$ cat src/rtl/fetch_op_queue_pkg.sv
// Shared definitions for the fetch/op queue: op-code constants, tag sentinel
// and the packed entry layout held in the queue storage.
package fetch_op_queue_pkg;

    localparam int OP_W  = 5;
    localparam int TAG_W = 5;

    // Op-code encoding shared with the decoder and the issue stage.
    localparam logic [OP_W-1:0] OP_NONE  = 5'd0;
    localparam logic [OP_W-1:0] OP_LUI   = 5'd1;
    localparam logic [OP_W-1:0] OP_AUIPC = 5'd2;
    localparam logic [OP_W-1:0] OP_JAL   = 5'd3;
    localparam logic [OP_W-1:0] OP_JALR  = 5'd4;
    localparam logic [OP_W-1:0] OP_BEQ   = 5'd5;
    localparam logic [OP_W-1:0] OP_BNE   = 5'd6;
    localparam logic [OP_W-1:0] OP_BLT   = 5'd7;
    localparam logic [OP_W-1:0] OP_BGE   = 5'd8;
    localparam logic [OP_W-1:0] OP_BLTU  = 5'd9;
    localparam logic [OP_W-1:0] OP_BGEU  = 5'd10;
    localparam logic [OP_W-1:0] OP_LB    = 5'd11;
    localparam logic [OP_W-1:0] OP_LH    = 5'd12;
    localparam logic [OP_W-1:0] OP_LW    = 5'd13;
    localparam logic [OP_W-1:0] OP_LBU   = 5'd14;
    localparam logic [OP_W-1:0] OP_LHU   = 5'd15;
    localparam logic [OP_W-1:0] OP_SB    = 5'd16;
    localparam logic [OP_W-1:0] OP_SH    = 5'd17;
    localparam logic [OP_W-1:0] OP_SW    = 5'd18;
    localparam logic [OP_W-1:0] OP_ADDI  = 5'd19;

    // Rename-tag value meaning "no producer"; shared with the issue stage.
    localparam logic [TAG_W-1:0] TAG_NONE = '1;

    // One queued instruction: 32 + 32 + 4*5 + 4 = 88 bits.
    typedef struct packed {
        logic [31:0]     addr;
        logic [31:0]     imm;
        logic [OP_W-1:0] op;
        logic [4:0]      rd;
        logic [4:0]      rs1;
        logic [4:0]      rs2;
        logic            branch;
        logic            ls;
        logic            use_imm;
        logic            jalr;
    } fq_entry_t;

endpackage

$ cat src/rtl/fetch_op_queue_ram.sv
// DEPTH x 88-bit entry storage: one synchronous write port, one
// asynchronous read port. Contents are cleared by reset.
module fetch_op_queue_ram
    import fetch_op_queue_pkg::*;
#(
    parameter int DEPTH = 8,
    parameter int PTR_W = 3
) (
    input  logic             clk_in,
    input  logic             rst_in,
    input  logic             we,
    input  logic [PTR_W-1:0] waddr,
    input  fq_entry_t        wdata,
    input  logic [PTR_W-1:0] raddr,
    output fq_entry_t        rdata
);

    fq_entry_t mem_q [DEPTH];
    fq_entry_t mem_d [DEPTH];

    // Next-state of the array: hold everything, overwrite the written slot.
    always_comb begin
        // NOTE: assigning the full default first keeps this block free of inferred latches.
        mem_d = mem_q;
        if (we) begin
            mem_d[waddr] = wdata;
        end
    end

    // Array register, cleared asynchronously on reset.
    always_ff @(posedge clk_in or negedge rst_in) begin
        if (!rst_in) begin
            // NOTE: the storage is reset on purpose so stale entries never leak onto the head outputs.
            for (int i = 0; i < DEPTH; i++) begin
                mem_q[i] <= '0;
            end
        end else begin
            // NOTE: sequential state uses non-blocking assignment so all flops update together.
            mem_q <= mem_d;
        end
    end

    assign rdata = mem_q[raddr];

endmodule

$ cat src/rtl/fetch_op_queue.sv
// Circular FIFO between the decoder and the issue stage. The head entry is
// shown to both the reservation station and the load/store buffer and is
// popped only when neither reports launch_fail. Flush empties the queue.
module fetch_op_queue
    import fetch_op_queue_pkg::*;
#(
    parameter int DEPTH = 8,
    parameter int PTR_W = 3
) (
    input  logic             clk_in,
    input  logic             rst_in,
    input  logic             rdy_in,
    input  logic             flush_in,
    input  logic             dec_valid,
    input  logic [4:0]       dec_op,
    input  logic             dec_branch,
    input  logic             dec_ls,
    input  logic             dec_use_imm,
    input  logic [4:0]       dec_rd,
    input  logic [4:0]       dec_rs1,
    input  logic [4:0]       dec_rs2,
    input  logic [31:0]      dec_imm,
    input  logic             dec_jalr,
    input  logic [31:0]      dec_addr,
    output logic             in_ready,
    output logic [4:0]       op,
    output logic [4:0]       rd,
    output logic [4:0]       rs1,
    output logic [4:0]       rs2,
    output logic             branch_out,
    output logic             ls,
    output logic             use_imm,
    output logic             jalr,
    output logic [31:0]      imm,
    output logic [31:0]      addr,
    output logic             inst_valid,
    input  logic             rs_launch_fail,
    input  logic             lsb_launch_fail,
    output logic [PTR_W:0]   count_out
);

    localparam logic [PTR_W:0]   DEPTH_C = (PTR_W+1)'(DEPTH);
    localparam logic [PTR_W:0]   CNT_ONE = (PTR_W+1)'(1);
    localparam logic [PTR_W-1:0] PTR_ONE = PTR_W'(1);

    logic [PTR_W-1:0] head_q, head_d;
    logic [PTR_W-1:0] tail_q, tail_d;
    logic [PTR_W:0]   count_q, count_d;

    logic      full, empty, push, pop;
    fq_entry_t wr_entry, rd_entry, head_entry;

    assign full  = (count_q == DEPTH_C);
    assign empty = (count_q == '0);

    // Ready depends only on local state, never on the launch_fail inputs.
    assign in_ready = rdy_in & ~full;
    assign push     = dec_valid & in_ready & (dec_op != OP_NONE) & ~flush_in;
    assign pop      = ~empty & rdy_in & ~rs_launch_fail & ~lsb_launch_fail & ~flush_in;

    assign wr_entry = '{addr: dec_addr, imm: dec_imm, op: dec_op, rd: dec_rd,
                        rs1: dec_rs1, rs2: dec_rs2, branch: dec_branch, ls: dec_ls,
                        use_imm: dec_use_imm, jalr: dec_jalr};

    fetch_op_queue_ram #(
        .DEPTH (DEPTH),
        .PTR_W (PTR_W)
    ) u_ram (
        .clk_in (clk_in),
        .rst_in (rst_in),
        .we     (push),
        .waddr  (tail_q),
        .wdata  (wr_entry),
        .raddr  (head_q),
        .rdata  (rd_entry)
    );

    // Pointer and occupancy next-state; flush overrides any push or pop.
    always_comb begin
        head_d  = head_q;
        tail_d  = tail_q;
        count_d = count_q;
        if (rdy_in) begin
            if (flush_in) begin
                head_d  = '0;
                tail_d  = '0;
                count_d = '0;
            end else begin
                if (push) tail_d = tail_q + PTR_ONE;
                if (pop)  head_d = head_q + PTR_ONE;
                case ({push, pop})
                    2'b10:   count_d = count_q + CNT_ONE;
                    2'b01:   count_d = count_q - CNT_ONE;
                    default: count_d = count_q;
                endcase
            end
        end
    end

    // Control registers, cleared asynchronously on reset.
    always_ff @(posedge clk_in or negedge rst_in) begin
        if (!rst_in) begin
            head_q  <= '0;
            tail_q  <= '0;
            count_q <= '0;
        end else begin
            head_q  <= head_d;
            tail_q  <= tail_d;
            count_q <= count_d;
        end
    end

    // Head fields read as zero whenever the queue is empty.
    assign head_entry = empty ? '0 : rd_entry;
    assign inst_valid = ~empty;
    assign op         = head_entry.op;
    assign rd         = head_entry.rd;
    assign rs1        = head_entry.rs1;
    assign rs2        = head_entry.rs2;
    assign branch_out = head_entry.branch;
    assign ls         = head_entry.ls;
    assign use_imm    = head_entry.use_imm;
    assign jalr       = head_entry.jalr;
    assign imm        = head_entry.imm;
    assign addr       = head_entry.addr;
    assign count_out  = count_q;

    a_count_bound: assert property (@(posedge clk_in) disable iff (!rst_in) count_q <= DEPTH_C);
    a_no_empty_pop: assert property (@(posedge clk_in) disable iff (!rst_in) !(pop && empty));

endmodule
$ cat config.mk
export PLATFORM = sky130hd
export DESIGN_NAME = fetch_op_queue
export DESIGN_NICKNAME = d
export VERILOG_FILES = /design/src/rtl/fetch_op_queue_pkg.sv /design/src/rtl/fetch_op_queue_ram.sv /design/src/rtl/fetch_op_queue.sv
export SDC_FILE = /design/constraint.sdc
export NUM_CORES = 1
export LEC_CHECK = 0
export CORE_MARGIN = 5
export CORE_UTILIZATION = 45
export CTS_CLUSTER_DIAMETER = 150
export DETAILED_ROUTE_END_ITERATION = 8
export SYNTH_ARGS = -nofsm -noshare
export SYNTH_HDL_FRONTEND = slang
export SYNTH_SLANG_ARGS = --single-unit
$ cat constraint.sdc
create_clock -name clk_in -period 3.8 [get_ports clk_in]
set_input_delay 0.76 -clock clk_in [delete_from_list [all_inputs] [get_ports clk_in]]
set_output_delay 0.76 -clock clk_in [all_outputs]
set_load 0.02 [all_outputs]
== Yosys cells after proc, flatten, opt, wreduce, memory -nomap -nowiden ==
Cells that the tools add are included.
Storage, ports and cells
  register bits after elaboration: 714
  input bits: 95
  word-level logic and storage cells: 130
  output and inout port bits: 94
Operators by class
  equality and inequality tests: 3
  $add $sub $neg: 4
  bitwise operators: 15
  magnitude comparators: 3
  mux-type cells: 13
  reduce and logical (&&, ||, !) cells: 9
Operators by type and width (number)
  704-bit bitwise mux: 1
  88-bit two-way mux: 4
  88-bit binary-select mux with 3-bit select: 1
  88-bit demux with 3-bit select: 1
  3-bit two-way mux: 4
  1-bit bitwise AND: 8
  4-bit greater-or-equal comparator, second input constant: 2
  3-bit NOT with 4-bit output: 2
  4-bit one-hot mux with 2 select lines: 1
  3-bit by 1-bit adder with 3-bit output, second input constant: 2
  2-bit AND reduction: 3
  1-bit NOT: 5
  5-bit nonzero test: 1
  4-bit by 1-bit adder with 4-bit output, second input constant: 1
  4-bit == test, second input constant: 1
  4-bit logical NOT: 1
  4-bit by 1-bit < comparator with 1-bit output, second input constant: 1
  4-bit two-way mux: 1
  2-bit nonzero test: 2
  4-bit by 1-bit subtractor with 4-bit output, second input constant: 1
  3-bit nonzero test: 1
  2-bit by 1-bit == test with 1-bit output, second input constant: 1
  2-bit == test, second input constant: 1
  1-bit logical AND: 1

== Longest topological paths before layout ==
  depth after elaboration: 9
  gate-level depth with buffers: 10
  depth with buffers taken out: 10

== By module ==
From an unflattened synthesis, not the netlist that was laid out.
Unflattened totals
  cells, all modules: 1980
  area, all modules: 32612.5 um^2
Modules (own cells, without submodules)
  fetch_op_queue_ram: area an instance 31332.6 um^2, seq. area each 17616.9 um^2, cells each 1809, instances 1
  fetch_op_queue: area an instance 1280.0 um^2, seq. area each 250.2 um^2, cells each 171, instances 1

== Worst setup path after synthesis ==
Ideal clock, no wire load.
  path kind: input-to-reg
  start point: in dec_op[0]
  end point: reg count_q[3], in the netlist count_out[3]
  path buffers: 0
  required time: 3658 ps
  slack: 771 ps
  setup time: 142 ps
  arrival time: 2887 ps
  stages: 10
  path through: or4_1 o21ai_2 nor2_2 nor3_1 ha_1 a21o_1 a21oi_1 or4_1 o2111ai_1 o221ai_1
On the way
  cells in the longest elaborated chain, start to end: 6
  elaborated cells between the ends (all ways): 9
  those cells by class: eq/ne: 2; mux: 2; bitwise: 2; reduce/logical: 3
Ends and longest elaborated chain
  start: declaration: line fetch_op_queue.sv:15  | input logic [4:0] dec_op,
  5-bit nonzero test (*): line fetch_op_queue.sv:58  | assign push = dec_valid & in_ready & (dec_op != OP_NONE) & ~flush_in;
  1-bit bitwise AND (*) (2 in a row): line fetch_op_queue.sv:58
  2-bit by 1-bit == test with 1-bit output or 2-bit == test (tied branches): line fetch_op_queue.sv:91  | case ({push, pop})
  4-bit one-hot mux with 2 select lines or 3-bit nonzero test (tied branches)
  4-bit two-way mux or 2-bit AND reduction (tied branches)
  end signal: assignment: line fetch_op_queue.sv:109  | count_q <= count_d;
  end: declaration: line fetch_op_queue.sv:48  | logic [PTR_W:0] count_q, count_d;
Every way passes the cells marked *; elsewhere a longest branch is shown, timed or not.
A chain may end at the register's enable or synchronous reset.

== Worst setup path after layout ==
  start point: reg head_q[0]
  end point: out rd[3]
On the way
  cells in the longest elaborated chain, start to end: 5
Ends and longest elaborated chain
  start: declaration: line fetch_op_queue.sv:46  | logic [PTR_W-1:0] head_q, head_d;
  start signal: assignment: line fetch_op_queue.sv:103  | head_q <= '0;
  start signal: assignment: line fetch_op_queue.sv:107  | head_q <= head_d;
  3-bit NOT with 4-bit output (implied by the code): line fetch_op_queue_ram.sv:43  | assign rdata = mem_q[raddr];
  88-bit binary-select mux with 3-bit select: line fetch_op_queue_ram.sv:43
  88-bit two-way mux (implied by the code) (2 in a row): line fetch_op_queue_ram.sv:43
  88-bit two-way mux: line fetch_op_queue.sv:114  | assign head_entry = empty ? '0 : rd_entry;
  end: declaration: line fetch_op_queue.sv:27  | output logic [4:0] rd,
No other way between the ends. The select of a mux whose other input is x is not followed.

==> flow_summary_export.csv <==
group,metric,value,unit
detailed_routing,vias,18200,
floorplan,io_pins,189,
synth,ys_ff_latch,714,
detailed_routing,drt-initial-drc-count,911,
critical_path,worstPathMaxFanout,15,
clocking,cts-root-buf,"clkbuf_16",
synth,async_flop_share,100,%
synth,muxShareOfSynthArea,40.1,%
clocking,cts_tree,"built",
critical_path,rr_worst_depth,11,
clocking,clk_latency,0.61,ns
synth,syn_nets,2084,
synth,synth-compound-area-share,0.468,%
synth,synth_most_common_cell,"dfrtp_1",
sta,maxSlewViolCount,0,
pwr,leakage,17.2,nW
worst_hold_path,hold_class,"in -> async",
critical_path,criticalPathCategory,"reg -> out",
floorplan,dieArea,77900,µm²
global_routing,overflow,0,
floorplan,die_w,279,µm
critical_path,r2r_start,"count_out[1]",
sta,worst_pin_slew,0.855,ns
detailed_routing,ant_nets,0,
floorplan,initial_core_util,45.5,%
cells_and_area,instances_no_fill,3223,
sta,setup_tns,0,ns
synth,ys_top_cells_by_area,"dfrtp_1, mux2_2, mux4_2",
synth,synth_cells,1984,
synth,synthTopCellsByCount,"dfrtp_1, mux2_2, mux4_2, nor2_1, mux2i_1",
synth,synth.avg_cell_area,16.4,µm²
place,port_buffers,188,
place,gp_congestion,0.737,
global_routing,grt_pass1_wl,124,mm
place,hpwl,45.9,mm
critical_path,critPathLaunchType,"flip-flop",
cells_and_area,nNetsFinal,2306,
critical_path,crit_path_end_kind,"output port",
sta,hold_viol,0,
global_routing,grt_use_total,20.3,%
clocking,cts.clk_slew.worst_paths,0.06,ns
run_status,status,"finished, final reports clean",
floorplan,rows,98,
pwr,p_per_area,782,nW/µm²
synth,synth-xor-area-share,0.134,%
flow_run,cap_violations,0,
synth,yosys.area_share.simple,1.77,%
sta,rsz0062_at_grt,"false",
critical_path,critPathRequiredTime,3.04,ns
sta,finClkSkew,0.0198,ns
synth,synth-edff-count,0,
synth,seq_area_frac_synth,54.8,%
synth,synth.largest_area_cell,"dfrtp_1",
clocking,clockBufferDepth,3,
pwr,worst_ir_drop_vdd,0.471,mV
clocking,clkSinkCount,714,
detailed_routing,drc,0,
place,dp.cells,3069,
global_routing,antenna_found_initial,8,
sta,setup_viol,0,
sta,period_share,96.6,%
synth,yosys.area.top_type_share,54.8,%
critical_path,arrival,2.91,ns
synth,synthAdderAreaFrac,0.215,%
clocking,numCtsBuffers,79,
cells_and_area,drive_above_1_share,49.4,%
critical_path,crit_path_end,"rd[3]",
synth,synth_top_family_by_area,"multiplexers",
detailed_routing,drtPass1Iterations,5,
synth,synth_warnings,0,
global_routing,grt_pass1_vias,20400,
synth,ys_types,43,
critical_path,reg2reg_slack,0.93,ns
clocking,cts_hold_buf,0,
synth,synthFlopType,"dfrtp_1",
synth,syn_area,32600,µm²
floorplan,die_y,279,µm
detailed_routing,wire_per_inst,24.5,µm
sta,period_minus_slack,3.67,ns
cells_and_area,syn_to_final_growth,19.6,%
floorplan,core,71600,µm²
sta,slew_headroom,43.0,%
global_routing,grt_max_degree,103,
critical_path,worstReg2RegEnd,"count_out[3]",
sta,fmax,272,MHz
detailed_routing,routed_wl,79.0,mm
clocking,h-tree-depth,3,
detailed_routing,vias_per_cell,5.64,
critical_path,cp-startpoint,"head_q[0]",
cells_and_area,fillCellCount,5742,
==> power breakdown <==
group | switching [W] | internal, W
Combinational | 0.00513 | 0.00630
Clock | 0.00305 | 0.00474
Sequential | 0.00125 | 0.0100
Total | 0.00943 | 0.0210
==> logic make-up (layout without fill, tap and decap cells) <==
kind of cell             after synthesis  count (layout)
multiplexers                         969             969
flip-flops                           714             714
buffers and inverters                149             432
AND/OR/NAND/NOR                      121             121
AO/OA/AOI/OAI                         21              21
adder cells (fa/ha/maj)                5               5
XOR/XNOR                               5               5
other                                  0               6
==> critical path, cell delays in order, from the launching register on <==
cell             delay (ns)
dfrtp_4                0.49
buf_16                 0.20
buf_6                  0.21
mux4_2                 0.51
mux2i_1                0.26
nor2_1                 0.07
clkdlybuf4s50_1        0.55
==> layout make-up <==
cell class	count	area, µm²	share of cell area (%)
repair buffers	281	3220	8.25
flip-flops and latches	714	17900	45.9
well taps	950	1190	3.05
clock inverters	24	235	0.603
diodes	6	15.0	0.0385
multi-input cells	1121	14000	35.8
inverters	9	33.8	0.0867
clock buffers	118	2460	6.31
==> worst min-delay path by stage <==
stage	cells past startpoint	slack [ns]	endpoint
6_report	1	0.19	u_ram.mem_q[538]
5_1_grt	1	0.24	u_ram.mem_q[538]
4_1_cts	1	0.20	u_ram.mem_q[273]
3_5_place_dp	1	0.47	u_ram.mem_q[684]
3_3_place_gp	1	0.46	u_ram.mem_q[108]
2_1_floorplan	1	0.45	u_ram.mem_q[108]
==> cell usage in the layout (no fill, tap or decap), types with 18 or more instances in the layout <==
cell / n
clkbuf_8: 23
dfrtp_1: 711
mux2i_1: 89
mux4_2: 176
mux2_4: 80
buf_12: 42
clkdlybuf4s50_1: 177
nor2_1: 90
clkbuf_16: 86
buf_4: 42
mux2_2: 622
clkinv_2: 18
==> sequential cells by signal, indices dropped and copies added, names as in the netlist <==
register     flops
u_ram.mem_q    704
count_out        4
head_q           3
tail_q           3
==> through the flow <==
stage	cell area [µm²]	hold slack (ns)	total power [W]	util (%)	worst slack (ns)
5_1_grt	39000	0.235	0.0322	54.4	0.0151
3_5_place_dp	36100	0.475	0.0229	50.5	0.119
3_3_place_gp	36100	0.463	0.0225	50.5	0.113
4_1_cts	38900	0.204	0.0308	54.3	-0.0457
2_1_floorplan	32600	0.452	0.0184	-	0.771
6_report	39000	0.194	0.0305	54.4	0.128
==> layer usage <==
layer  GRT usage (%)  wire (µm)
met1            29.0      36200
met2            33.0      38300
met3            3.26       2970
met4            5.26       1560
met5               0         41
==> what timing repair did <==
item | 4_1_cts | 5_1_grt
setup endpoints to repair | 31 | 45
cloned | 0 | 2
setup buffers | 3 | 1
gates resized for setup | 15 | 3
Note: power is estimated with default switching activity, not from simulation.
